File: src/rtl/hazard_ctrl.sv
// Pipeline sequencer: load-use bubbles, CUS multi-cycle EX stalls, memory wait stalls, branch squash.
// Control outputs are combinational from state+inputs; mem_busy holds all four stages.
module hazard_ctrl #(
  parameter int CUS_LAT = 3,
  parameter int CNT_W   = 32
) (
  input  logic             CLK,
  input  logic             RES,
  input  logic [4:0]       IF_ID_rs1,
  input  logic [4:0]       IF_ID_rs2,
  input  logic             IF_ID_use1,
  input  logic             IF_ID_use2,
  input  logic [4:0]       ID_EX_rd,
  input  logic             ID_EX_is_load,
  input  logic             ID_EX_is_cus,
  input  logic             branch_taken,
  input  logic             mem_busy,
  output logic             HLT_IF,
  output logic             HLT_ID,
  output logic             HLT_EX,
  output logic             HLT_MEM,
  output logic             FLUSH_IFID,
  output logic             FLUSH_IDEX,
  output logic             CUS_BUSY,
  output logic [CNT_W-1:0] STALL_CNT
);

  typedef enum logic [1:0] {RUN, CUS_WAIT, MEM_WAIT} state_t;

  localparam int CW = (CUS_LAT > 2) ? $clog2(CUS_LAT) : 1;
  // The entry cycle is the first stall cycle, so CUS_WAIT lasts CUS_LAT-2 cycles.
  localparam logic [CW-1:0] CUS_LOAD = CW'((CUS_LAT > 2) ? CUS_LAT - 3 : 0);

  state_t           state_q, state_d;
  logic [CW-1:0]    cus_cnt_q, cus_cnt_d;
  logic             cus_done_q, cus_done_d;
  logic [CNT_W-1:0] stall_cnt_q, stall_cnt_d;

  logic hlt_if, hlt_id, hlt_ex, hlt_mem, flush_ifid, flush_idex, cus_busy;
  logic lu_haz, run_eval;

  assign lu_haz = ID_EX_is_load && (ID_EX_rd != 5'd0) &&
                  ((IF_ID_use1 && (IF_ID_rs1 == ID_EX_rd)) ||
                   (IF_ID_use2 && (IF_ID_rs2 == ID_EX_rd)));

  // A MEM_WAIT cycle with memory ready is evaluated exactly like RUN.
  assign run_eval = (state_q == RUN) || ((state_q == MEM_WAIT) && !mem_busy);

  always_comb begin
    state_d    = state_q;
    cus_cnt_d  = cus_cnt_q;
    cus_done_d = 1'b0;
    hlt_if     = 1'b0;
    hlt_id     = 1'b0;
    hlt_ex     = 1'b0;
    hlt_mem    = 1'b0;
    flush_ifid = 1'b0;
    flush_idex = 1'b0;
    cus_busy   = 1'b0;
    if (run_eval) begin
      state_d = RUN;
      if (mem_busy) begin
        {hlt_if, hlt_id, hlt_ex, hlt_mem} = 4'b1111;
        cus_done_d = cus_done_q;
        state_d    = MEM_WAIT;
      end else if (ID_EX_is_cus && (CUS_LAT > 1) && !cus_done_q) begin
        {hlt_if, hlt_id, hlt_ex} = 3'b111;
        cus_busy  = 1'b1;
        cus_cnt_d = CUS_LOAD;
        if (CUS_LAT > 2) state_d = CUS_WAIT;
        else cus_done_d = 1'b1;
      end else if (branch_taken) begin
        flush_ifid = 1'b1;
        flush_idex = 1'b1;
      end else if (lu_haz) begin
        hlt_if     = 1'b1;
        hlt_id     = 1'b1;
        flush_idex = 1'b1;
      end
    end else if (state_q == CUS_WAIT) begin
      {hlt_if, hlt_id, hlt_ex} = 3'b111;
      hlt_mem  = mem_busy;
      cus_busy = 1'b1;
      if (cus_cnt_q != '0) begin
        cus_cnt_d = cus_cnt_q - 1'b1;
      end else begin
        // The finished CUS op is still in EX on the release cycle; don't re-trigger on it.
        cus_done_d = 1'b1;
        state_d    = mem_busy ? MEM_WAIT : RUN;
      end
    end else begin
      {hlt_if, hlt_id, hlt_ex, hlt_mem} = 4'b1111;
      cus_done_d = cus_done_q;
    end
  end

  assign HLT_IF     = hlt_if     && !RES;
  assign HLT_ID     = hlt_id     && !RES;
  assign HLT_EX     = hlt_ex     && !RES;
  assign HLT_MEM    = hlt_mem    && !RES;
  assign FLUSH_IFID = flush_ifid && !RES;
  assign FLUSH_IDEX = flush_idex && !RES;
  assign CUS_BUSY   = cus_busy   && !RES;
  assign STALL_CNT  = stall_cnt_q;

  assign stall_cnt_d = stall_cnt_q + {{(CNT_W-1){1'b0}}, HLT_IF};

  always_ff @(posedge CLK) begin
    if (RES) begin
      state_q     <= RUN;
      cus_cnt_q   <= '0;
      cus_done_q  <= 1'b0;
      stall_cnt_q <= '0;
    end else begin
      state_q     <= state_d;
      cus_cnt_q   <= cus_cnt_d;
      cus_done_q  <= cus_done_d;
      stall_cnt_q <= stall_cnt_d;
    end
  end

endmodule

File: config.mk
export PLATFORM = sky130hd
export DESIGN_NAME = hazard_ctrl
export DESIGN_NICKNAME = d
export VERILOG_FILES = /design/src/rtl/hazard_ctrl.sv
export SDC_FILE = /design/constraint.sdc
export NUM_CORES = 1
export LEC_CHECK = 0
export ABC_AREA = 1
export CAP_MARGIN = 20
export CORE_MARGIN = 5
export CORE_UTILIZATION = 44
export DETAILED_ROUTE_END_ITERATION = 12
export PLACE_DENSITY = 0.83
export SYNTH_ARGS = -nofsm -noshare
export SYNTH_HDL_FRONTEND = slang
export SYNTH_SLANG_ARGS = --single-unit
File: constraint.sdc
create_clock -name CLK -period 2 [get_ports CLK]
set_input_delay 0.4 -clock CLK [delete_from_list [all_inputs] [get_ports CLK]]
set_output_delay 0.4 -clock CLK [all_outputs]
set_load 0.05 [all_outputs]
==> flow_summary.ini <==
[status]
status = finished clean

[drt]
post_drt_wl_per_cell_um = 11.92
initialDrtViolationCount = 154
ant_nets = 0
vias_per_cell = 4.876
num_vias = 2565
drt_first_pass_iters = 5
wirelength_um = 6268
drc = 0

[finish]
area_delta_synth_final_pct = 43.01
antennaDiodeCount = 0
fin_cells = 526
finalNetCount = 481
utilization = 0.6403
drive_gt1_frac = 0.2325

[synthesis]
synth_commonest_cells = 122 x nand2_1, 69 x nor2_1, 54 x inv_1
netlist_area_um2 = 2272
syn-num-nets = 404
syn_inst = 378
synth_seq_area_share = 0.3260
ys.flop_type = dfxtp_1
ys.warnings.count = 0
synth_seq_cells = 37
synth.most_common_cell = nand2_1
ys_types = 25
synth-edff-count = 0
syn_area_per_cell_um2 = 6.011
async_reset_ff_frac = 0
ys_top_cells_by_area = dfxtp_1 33%, nand2_1 20%, nor2_1 11%
yosys.area.top_type_share = 0.3260
yosys.area.top_type = dfxtp_1

[worst_setup_path]
r2r_slack_ps = 190
crit_path_max_incr_delay_ps = 840
worst_setup_path_start_kind = register
crit_chain = clkdlybuf4s50_1
r2r_cells = 14
worstPathArrival_ps = 1570
cpMaxStageDelayCell = clkdlybuf4s50_1
critical_path_cell_count = 1
critPathMaxFanout = 5
path_delay_family = buffers and inverters
critical_path.endpoint_type = primary output
path_buf_inv = 1
worst-setup-path-type = reg2out
critPathRequiredTime_ps = 1600

[cts]
h-tree-depth = 2
clkSlewWorstSetupHoldPaths_ps = 80
ctsLongestPathBuffers = 2
cts-root-buf = clkbuf_8
cts_tree = done
numCtsBuffers = 5
clkLatencyLatePin_ps = 290
cts.sink_count = 37

[floorplanning]
dieWidth_um = 81.86
core_um2 = 5075
dieArea_um2 = 6701
start_util = 0.4477
fp.dieH_um = 81.86
rows = 26
ios = 62

[global_route]
grt_use_total = 0.1939
grt_max_degree = 17
grt_pass1_vias = 2428
grt_remaining_overflow = 0
antenna_found_initial = 0
grt_pass1_wl_um = 10290

[sta]
slew_headroom = 0.6331
finalCritPeriodShare = 0.9832
max_freq_mhz = 508.6
finalCriticalPeriod_ps = 1966
holdWs_ps = 429.7
skew_ps = 5.845
hold_violations = 0
fin_tns_setup_ps = 0
finalMaxSlewViolations = 0
rsz0062_at_grt = false
finalSetupViolations = 0
tightest_slew_ps = 549.4

[run]
maxCapViolCount = 0

[hold_path]
hold_depth = 3
min_path_type = in2reg

[power_and_ir_drop]
power_density_nw_per_um2 = 521.7
ir_drop_v = 0.0002904
p_leak_nw = 1.405
total_power_mw = 1.695

[placement]
port-buffer-count = 61
dp_hpwl_um = 4993
place.gp.congestion = 0.9071
place_inst = 517
==> path summary, 6_finish.rpt <==
check	startpoint	to
min	ID_EX_is_cus	state_q[0]
max	STALL_CNT[25]	STALL_CNT[25]
max reg2reg	state_q[0]	STALL_CNT[24]
min reg2reg	cus_cnt_q[1]	cus_cnt_q[1]
==> cells in the final DEF (no fill, tap or decap), types with 2 or more instances in the layout <==
master and count:
buf_12 4, ha_4 2, and2_1 4, dfxtp_1 37, nand2_1 114, nor2_4 7, xnor2_1 2, clkdlybuf4s50_1 18
inv_2 6, nand4_1 4, a21oi_1 20, dlygate4sd2_1 3, clkbuf_8 6, nand2_4 4, nor2_2 9, o21a_1 2
nand2_2 10, xor2_1 6, nand3_1 19, buf_4 32, clkbuf_2 13, dlymetal6s2s_1 4, inv_1 44, nor2_1 63
inv_4 3, o21ai_0 6, nand3_2 2
==> registers in the layout, summed over array words and instances (netlist names) <==
register / cells
STALL_CNT: 32
state_q: 2
cus_cnt_q: 2
cus_done_q: 1
==> where the power goes <==
part / internal [mW] / switching, mW
clock network: 0.406 / 0.284
logic: 0.103 / 0.150
registers: 0.745 / 0.00823
total: 1.25 / 0.442
==> metrics by stage <==
| step | cell area [µm²] | setup WS (ps) |
|---|---|---|
| after detailed placement | 3139 | -721.3 |
| after global placement | 3139 | -614.2 |
| after floorplan | 2371 | -29.18 |
| after CTS | 3263 | 0.04374 |
| final | 3249 | 33.67 |
| after global routing | 3249 | 1.987 |
==> cell families after synthesis <==
group,Yosys count,synth area share
AO/OA/AOI/OAI,32,0.07488
XOR/XNOR,8,0.03084
adder cells (fa/ha/maj),3,0.01652
buffers and inverters,60,0.1013
flip-flops,37,0.3260
AND/OR/NAND/NOR,238,0.4504
==> layer usage <==
metal  global-route usage  vias up  wire (µm)
li1                     -     1311          -
met1               0.2395     1148       2799
met2               0.3328       93       2951
met3              0.04167       13        421
met4              0.06312        0         95
met5                    0        -          0
==> area by class of cell <==
class                   count  area [µm²]
well taps                  70       87.58
multi-input cells         281        1415
clock inverters             2       37.54
clock buffers               6       82.58
inverters                  55       234.0
repair buffers             75       651.9
flip-flops and latches     37       740.7
fillers                   482        1826
==> repair_timing <==
action / 4_1_cts / 5_1_grt
setup endpoints to repair: 33 / 32
pin swaps: 13 / 17
hold buffers: 0 / 0
buffers inserted: 1 / 0
resized for setup: 25 / 46
Power figures use the tool's default switching activity.
